--- src/rtl/mux_scan_serializer_pkg.sv ---
// rtl/mux_scan_serializer_pkg.sv - shared types and select helpers for the mux scan serializer
package mux_scan_serializer_pkg;

  localparam int SEL_W  = 3;
  localparam int DATA_W = 8;

  typedef enum logic {
    IDLE,
    SHIFT
  } state_e;

  function automatic logic [SEL_W-1:0] first_sel(input logic msb_first);
    return msb_first ? 3'd7 : 3'd0;
  endfunction

  function automatic logic [SEL_W-1:0] last_sel(input logic msb_first);
    return msb_first ? 3'd0 : 3'd7;
  endfunction

endpackage

--- src/rtl/mux.sv ---
// rtl/mux.sv - 8-to-1 bit multiplexer driven by the scan serializer
module mux (
  input  logic [2:0] s,
  input  logic [7:0] i,
  output logic       y
);

  assign y = i[s];

endmodule

--- src/rtl/mux_scan_serializer.sv ---
// rtl/mux_scan_serializer.sv - captures a byte and walks the mux select across it,
// holding each bit for DIV clocks and flagging the last cycle of each word
module mux_scan_serializer
  import mux_scan_serializer_pkg::*;
#(
  parameter int DIV       = 1,
  parameter bit MSB_FIRST = 1'b0
) (
  input  logic              clk,
  input  logic              rst_n,
  input  logic              load_valid,
  output logic              load_ready,
  input  logic [DATA_W-1:0] din,
  input  logic              clr,
  output logic              sout,
  output logic              sout_valid,
  output logic              busy,
  output logic              done
);

  localparam logic [7:0]       DIV_M1 = 8'(DIV - 1);
  localparam logic [SEL_W-1:0] FIRST  = first_sel(MSB_FIRST);
  localparam logic [SEL_W-1:0] LAST   = last_sel(MSB_FIRST);

  state_e            state_q, state_n;
  logic [DATA_W-1:0] word_q, word_n;
  logic [SEL_W-1:0]  sel_q, sel_n;
  logic [7:0]        div_q, div_n;
  logic              last_cyc;
  logic              done_n;
  logic              mux_y;

  assign last_cyc = (state_q == SHIFT) && (sel_q == LAST) && (div_q == DIV_M1);

  // clr outranks capture; load_ready already covers both IDLE and the last word cycle
  always_comb begin
    state_n = state_q;
    word_n  = word_q;
    sel_n   = sel_q;
    div_n   = div_q;
    if (clr) begin
      state_n = IDLE;
      sel_n   = FIRST;
      div_n   = 8'd0;
    end else if (load_valid && load_ready) begin
      state_n = SHIFT;
      word_n  = din;
      sel_n   = FIRST;
      div_n   = 8'd0;
    end else if (state_q == SHIFT) begin
      if (last_cyc) begin
        state_n = IDLE;
        sel_n   = FIRST;
        div_n   = 8'd0;
      end else if (div_q == DIV_M1) begin
        div_n = 8'd0;
        sel_n = MSB_FIRST ? sel_q - 1'b1 : sel_q + 1'b1;
      end else begin
        div_n = div_q + 8'd1;
      end
    end
  end

  assign done_n = (state_n == SHIFT) && (sel_n == LAST) && (div_n == DIV_M1);

  always_ff @(posedge clk or negedge rst_n) begin
    if (!rst_n) begin
      state_q    <= IDLE;
      word_q     <= '0;
      sel_q      <= '0;
      div_q      <= 8'd0;
      load_ready <= 1'b1;
      sout_valid <= 1'b0;
      busy       <= 1'b0;
      done       <= 1'b0;
    end else begin
      state_q    <= state_n;
      word_q     <= word_n;
      sel_q      <= sel_n;
      div_q      <= div_n;
      load_ready <= (state_n == IDLE) || done_n;
      sout_valid <= (state_n == SHIFT);
      busy       <= (state_n == SHIFT);
      done       <= done_n;
    end
  end

  mux u_mux (
    .s (sel_q),
    .i (word_q),
    .y (mux_y)
  );

  assign sout = (state_q == SHIFT) && mux_y;

endmodule
--- config.mk ---
export PLATFORM = sky130hd
export DESIGN_NAME = mux_scan_serializer
export DESIGN_NICKNAME = d
export VERILOG_FILES = /design/src/rtl/mux_scan_serializer_pkg.sv /design/src/rtl/mux.sv /design/src/rtl/mux_scan_serializer.sv
export SDC_FILE = /design/constraint.sdc
export NUM_CORES = 1
export LEC_CHECK = 0
export CORE_MARGIN = 2
export CORE_UTILIZATION = 59
export DETAILED_ROUTE_END_ITERATION = 16
export DONT_BUFFER_PORTS = 1
export GPL_TIMING_DRIVEN = 0
export PLACE_DENSITY_LB_ADDON = 0.15
export SKIP_LAST_GASP = 1
export SLEW_MARGIN = 40
export SYNTH_ARGS = -nofsm -noshare
export SYNTH_HDL_FRONTEND = slang
export SYNTH_SLANG_ARGS = --single-unit
--- constraint.sdc ---
create_clock -name clk -period 4.3 [get_ports clk]
set_clock_uncertainty 0.15 [all_clocks]
set_input_delay 0.645 -clock clk [delete_from_list [all_inputs] [get_ports clk]]
set_output_delay 0.645 -clock clk [all_outputs]
set_load 0.02 [all_outputs]
Yosys cells after proc, flatten, opt, wreduce, memory -nomap -nowiden
Index checks and enable logic that the tools add are counted.
Storage, ports and cells
  register bits: 22
  latch bits: 0
  RAM bits: 0
  memory bits (read-only): 0
  memories kept: 0
Cells by class
  $add $sub $neg: 2
  multipliers: 0
  div/mod/pow operators: 0
  $lt $le $gt $ge: 1
  equality and inequality tests: 2
  shift operators: 0
  multiplexer cells: 16
  bitwise gates (word level): 2
  reduce and logical (&&, ||, !) cells: 10
Operators with widths (count)
  $mux 8: 5
  $logic_not 8->1: 2
  $mux 3: 5
  $add 8x1->8 const B: 1
  $eq 3x3->1 const B: 2
  $logic_and 1x1->1: 6
  $mux 1: 5
  $lt 3x4->1 const B: 1
  $add 3x1->3 const B: 1
  $bmux 1 s3: 1
  $not 1->1: 2
  $reduce_and 2->1: 1
  $logic_or 1x1->1: 1

Longest topological paths before layout
  depth in word-level cells: 11
  gate-level depth with buffers: 7
  mapped depth without buffers: 7

Cells and area by module
From an unflattened synthesis, not the netlist that was laid out.
Second synthesis, totals
  cell total of the unflattened synthesis: 113
  area, all modules: 1255.0 µm²
By module, submodules not included
  mux_scan_serializer: instances 1, cells an instance 110, area each 1191.1 µm²
  mux: instances 1, cells an instance 3, area each 63.8 µm²

Worst setup path before layout
OpenSTA, ideal clock, no wires.
  kind: register -> output
  start: register sel_q[0]
  end: output port sout
  data arrival time: 1.182 ns
  required time: 3.505 ns
  path slack: 2.323 ns
  cell stages (with the launch flop): 4
  buffers on the path: 0
  cells stage by stage: dfrtp_1 mux4_2 mux2i_1 nor2b_1
Between the ends
  cells in the longest elaborated chain, start to end: 3
RTL lines
  start: declaration: line mux_scan_serializer.sv:27  | logic [SEL_W-1:0] sel_q, sel_n;
  start signal: assignment: line mux_scan_serializer.sv:79  | sel_q <= sel_n;
  $bmux 1 s3: line mux.sv:8  | assign y = i[s];
  $mux 1 (not written as such): line mux.sv:8
  $logic_and 1x1->1: line mux_scan_serializer.sv:94  | assign sout = (state_q == SHIFT) && mux_y;
  end: declaration: line mux_scan_serializer.sv:15  | output logic sout,
Every way passes these cells. The select of a mux whose other input is x is not followed.

Worst setup path in the final report
Ends and elaborated chain as after synthesis.

==> impl_metrics.json <==
{
  "status": "finished, final reports clean",
  "grt_busiest_layer": "met2",
  "stdcell_area_sq_mm": 0.00131,
  "drv_slew": 0,
  "crit_arrival_ps": 1680,
  "hold_class": "in -> async",
  "fp.dieH_um": 49.7,
  "timing.fmax_mhz": 404,
  "ir_worst_vdd_uv": 238,
  "period_minus_slack_ps": 2470,
  "period_share": 0.575,
  "drt-total-wl_mm": 2.39,
  "cts_buffers": 3,
  "utilization": 0.667,
  "h-tree-depth": 1,
  "powerDensity_mw_per_mm2": 297,
  "die_w_um": 49.7,
  "cts_tree": "built",
  "use_met3": 0.0394,
  "gr-total-overflow": 0,
  "met1_usage": 0.309,
  "drcViolationCount": 0,
  "crit_fanout": 6,
  "avgRoutedWirePerCell_um": 15.8,
  "grt.total_usage": 0.221,
  "cts.sinks": 22,
  "p_leak_uw": 0.000537,
  "io_pins": 17,
  "crit_family": "multiplexers",
  "clock-root-buffer": "clkbuf_4",
  "postPlaceCellArea_sq_mm": 0.00127,
  "drt_iter0_markers": 18,
  "cp-start-kind": "register",
  "fin_hold_ws_ps": 116,
  "synth_area_sq_mm": 0.00123,
  "grt_max_degree": 22,
  "crit_type": "reg -> out",
  "ys_seq_elements": 22,
  "yosysUniqueCellTypes": 39,
  "hold_violations": 0,
  "grt_antenna_before_repair": 0,
  "syn2layout_area_growth_pct": 6.09,
  "row_count": 16,
  "avgViaCountPerCell": 5.99,
  "post_cts_resize_count": 0,
  "path_cells": "mux4_2, mux2i_1, nor2b_1",
  "cts_max_path_buffers": 2,
  "holdBufCountCts": 1,
  "fin_setup_tns_ps": 0,
  "grt_pass1_wl_mm": 4.20,
  "syn_inst": 118,
  "grt_pass1_vias": 934,
  "drive_gt1_frac": 0.210,
  "avgSynthCellArea_sq_um": 10.5,
  "fin_nets": 141,
  "numPortBuffers": 0,
  "place_inst": 145,
  "worst_pin_slew_ps": 463,
  "final_cell_mix": "dfrtp_1 (21), nor2_1 (12), nand2_1 (10)",
  "setup_viol": 0,
  "crit_required_ps": 3500,
  "globalplace.congestion": 0.831,
  "fp.coreArea_sq_mm": 0.00196,
  "drtPass1Iterations": 4,
  "initial_utilization": 0.629,
  "mostFrequentLayoutCell": "dfrtp_1",
  "rsz0062_at_grt": "false",
  "use_met2": 0.347,
  "maxCapViolCount": 0,
  "finalNonFillerCells": 151,
  "synth_seq_area_share": 0.447,
  "synth.net_count": 134,
  "endpoint_kind": "output pin",
  "hpwl_mm": 1.74,
  "crit_buf_inv": 0,
  "num_antenna_cells": 0,
  "vias": 905,
  "clkSlewWorstSetupHoldPaths_ps": 130,
  "postRouteAntennaNets": 0,
  "clk-insertion-delay-late_ps": 310,
  "post-cts-setup-buffer-count": 0,
  "max_stage_delay_ps": 550,
  "yosysWarnings": 0,
  "die-area_sq_mm": 0.00247,
  "slowest_stage": "mux4_2",
  "slew_headroom": 0.692
}
stage by stage:
stage	power, uW	setup slack, ps
floorplan	279	2320
CTS	389	1850
global route	408	1730
global placement	286	2180
detailed placement	289	2140
finish	389	1830
path summary, 6_finish.rpt:
| kind | from | slack, ps | to | cells after the start |
|---|---|---|---|---|
| setup / recovery | sel_q[0] | 1830 | sout | 3 |
| max in group asynchronous | rst_n | 3380 | load_ready | 1 |
| hold reg to reg | word_q[3] | 370 | word_q[3] | 1 |
| hold / removal | rst_n | 120 | div_q[5] | 1 |
| min in group clk | clr | 270 | state_q | 1 |
| setup reg to reg | state_q | 2100 | load_ready | 6 |
Yosys cell counts:
library cell / instances / area [sq um]
a21bo_2: 1 / 10.0
a21oi_1: 8 / 40.0
a21oi_2: 1 / 8.76
a311oi_1: 1 / 8.76
a31o_2: 1 / 8.76
and2_1: 1 / 6.26
and3_1: 1 / 6.26
and4_1: 1 / 8.76
and4bb_2: 1 / 12.5
buf_2: 1 / 5.00
buf_4: 1 / 7.51
clkbuf_1: 2 / 7.51
clkbuf_2: 1 / 5.00
dfrtp_1: 21 / 526
dfstp_2: 1 / 26.3
ha_1: 4 / 50.1
inv_1: 4 / 15.0
mux2_2: 8 / 90.1
mux2i_1: 3 / 30.0
mux4_2: 2 / 45.0
nand2_1: 10 / 37.5
nand2_2: 1 / 6.26
nand2b_1: 2 / 12.5
nand3_1: 5 / 25.0
nand4_1: 3 / 18.8
nor2_1: 12 / 45.0
nor2b_1: 2 / 12.5
nor3_1: 2 / 10.0
nor3b_1: 2 / 15.0
nor4_1: 3 / 18.8
nor4_4: 1 / 21.3
o211ai_1: 1 / 7.51
o21ai_0: 1 / 5.00
o41ai_2: 1 / 16.3
or2_2: 1 / 6.26
or3_1: 1 / 6.26
or3b_1: 1 / 8.76
xnor2_1: 2 / 17.5
xor2_1: 3 / 26.3
final cells by class:
class | count | area (sq um)
flip-flops and latches | 22 | 552
well taps | 27 | 33.8
plain buffers | 5 | 25.0
fillers | 170 | 653
repair buffers | 2 | 15.0
multi-input cells | 87 | 642
inverters | 4 | 15.0
clock buffers | 4 | 26.3
cells by family (layout without fill, tap and decap cells):
logic type / after synthesis / after routing / synth area share
AO/OA/AOI/OAI: 15 / 15 / 0.0852
AND/OR/NAND/NOR: 50 / 50 / 0.225
adder cells (fa/ha/maj): 4 / 4 / 0.0406
multiplexers: 13 / 13 / 0.134
flip-flops: 22 / 22 / 0.447
buffers and inverters: 9 / 15 / 0.0324
XOR/XNOR: 5 / 5 / 0.0355
power by group:
group          total, uW  switching, uW  internal, uW
Sequential           237           12.3           224
Clock               99.1           63.0          36.2
Combinational       52.7           25.2          27.5
Total                389            100           288
flip-flops by register name (all words and copies together), names as in the netlist:
name,count
div_q,8
state_q,1
done,1
load_ready,1
word_q,8
sel_q,3
per-layer routing:
layer / vias up / wire, um
met1: 454 / 1100
met2: 16 / 1190
li1: 433 / -
met5: - / 0
met4: 0 / 15
met3: 2 / 94
No activity file was read; power rests on OpenSTA's default activity.
==> RTL change, RTL diff (same settings) <==
The parameter `MSB_FIRST` goes from 1'b0 to 1'b1.
--- a/src/rtl/mux_scan_serializer.sv
+++ b/src/rtl/mux_scan_serializer.sv
@@ -6,3 +6,3 @@
   parameter int DIV       = 1,
-  parameter bit MSB_FIRST = 1'b0
+  parameter bit MSB_FIRST = 1'b1
 ) (
Function: changed (a bounded check fails within 4 cycles, from zero or initial values and one cycle with rst_n low).
==> RTL change against the original RTL <==
- non-clock buffer count is 2 lower
- sequential cell count stayed put
- utilization is 1.3 points higher
- worst setup slack better by 37 ps
- total power is 18% higher
- maximum frequency is 1.5% higher
- wire length is 0.29% lower
- count of clock-buffer cells in the layout is 1 lower
- design area is 1.9% higher
- sequential power is 2% higher
- area after synthesis is 0.10% lower
- sequential share of layout area is 0.79 points lower
- largest power group unchanged
- highest routed layer unchanged
==> RTL change: results (changes against the original RTL) <==
INFO  outcome        run_status=finished, final reports clean
INFO  cells_and_area drive_gt1_share=22.9% [+1.9 points]
INFO  sta            slew-limit-headroom=54.3% [-15 points]
INFO  setup_path     critPathArrivalTime=2520ps [+840 ps]
INFO  power          cellLeakagePower=0.000596uW [+11%]
INFO  yosys          synth_fp_nets=128 [-4.5%]
INFO  setup_path     cpMaxStageDelayCell=dfrtp_1
INFO  yosys          ys_types=37 [-5.1%]
INFO  yosys          synth_seq_area_share=44.8% [+0.045 points]
INFO  global_routing use_met1=30.2% [-0.70 points]
INFO  global_routing groute.layer.met3.usage=4.55% [+0.61 points]
INFO  place          gpl.final_weighted_congestion=0.792 [-4.7%]
INFO  setup_path     crit_fanout=10 [+4]
INFO  place          dpl.hpwl=1680um [-3.6%]
INFO  cells_and_area fillers=167 [-1.8%]
INFO  cells_and_area nets=135 [-4.3%]
INFO  global_routing globalRouteMet2Util=32.7% [-2.0 points]
INFO  global_routing via_count_of_the_first_global_routing_pass=867 [-7.2%]
INFO  power          power.ir.vdd_worst=0.000297V [+25%]
INFO  global_routing grt_first_pass_wirelength=3920um [-6.6%]
INFO  yosys          gate_count_post_synth=112 [-5.1%]
INFO  yosys          netlist_top_cells_count=21 x dfrtp_1, 12 x nand2_1, 9 x mux2_2
INFO  yosys          biggest_area_contributors_in_the_synthesized_netlist=dfrtp_1 43%, mux2_2 8.2%, ha_1 4.1%
INFO  place          placed_area=1270um2 [about the same]
INFO  setup_path     cpPeakStageDelay=520ps [-30 ps]
INFO  setup_path     path_delay_family=simple AND/OR/NAND/NOR gates
INFO  global_routing gr-usage-all-layers=20.9% [-1.2 points]
INFO  routing        detailedRoute.firstIterationViolations=22 [+4]
RTL change: kinds of logic (layout without fill, tap and decap cells):
kind of cell / count (synthesis) / after routing / share of synthesized area (%)
adders and majority gates: 4 / 4 / 4.06
xor gates and xnor gates: 5 / 5 / 3.55
and+or+nand+nor: 45 / 45 / 22.9
DFF: 22 / 22 / 44.8
AOI/OAI and AO/OA: 17 / 17 / 9.34
muxes: 12 / 12 / 12.7
buffers and inverters: 7 / 13 / 2.64
RTL change: path summary, 6_finish.rpt:
kind / start / to / slack [ps] / cells past startpoint
hold / removal: rst_n / sel_q[2]$_DFF_PN0_ / 110 / 1
min in group clk: din[5] / word_q[5]$_DFFE_PN0P_ / 330 / 1
setup / recovery: state_q$_DFF_PN0_ / done$_DFF_PN0_ / 1860 / 6
max in group asynchronous: rst_n / load_ready$_DFF_PN1_ / 3390 / 1
setup reg to reg: state_q$_DFF_PN0_ / done$_DFF_PN0_ / 1860 / 6
hold reg to reg: word_q[5]$_DFFE_PN0P_ / word_q[5]$_DFFE_PN0P_ / 370 / 1
RTL change: report_power, final:
| group | switching (uW) | internal [uW] | leakage, uW | total (uW) |
|---|---|---|---|---|
| Sequential | 14.1 | 227 | 0.000270 | 241 |
| Combinational | 28.5 | 32.9 | 0.000298 | 61.3 |
| Clock | 62.3 | 94.1 | 0.0000279 | 156 |
| Total | 105 | 354 | 0.000596 | 459 |
RTL change: area by class of cell:
class / count / area, um2 / area share, %
multi-input cells: 83 / 648 / 48.6
flip-flops and latches: 22 / 552 / 41.4
well taps: 27 / 33.8 / 2.53
clock inverters: 1 / 30.0 / 2.25
clock buffers: 3 / 22.5 / 1.69
plain buffers: 3 / 17.5 / 1.31
repair buffers: 2 / 15.0 / 1.13
inverters: 4 / 15.0 / 1.13
RTL change: stage by stage:
stage / total power (uW) / instances / worst slack [ps]
floorplan: 290 / 112 / 2110
global placement: 299 / 139 / 1880
detailed placement: 302 / 139 / 1880
CTS: 462 / 144 / 1850
global route: 479 / 145 / 1690
finish: 459 / 145 / 1860
RTL change: per-layer routing:
| layer | routed length [um] | up-vias |
|---|---|---|
| met5 | 0 | - |
| met3 | 100 | 2 |
| met1 | 1110 | 448 |
| met2 | 1160 | 23 |
| met4 | 10 | 0 |
| li1 | - | 417 |
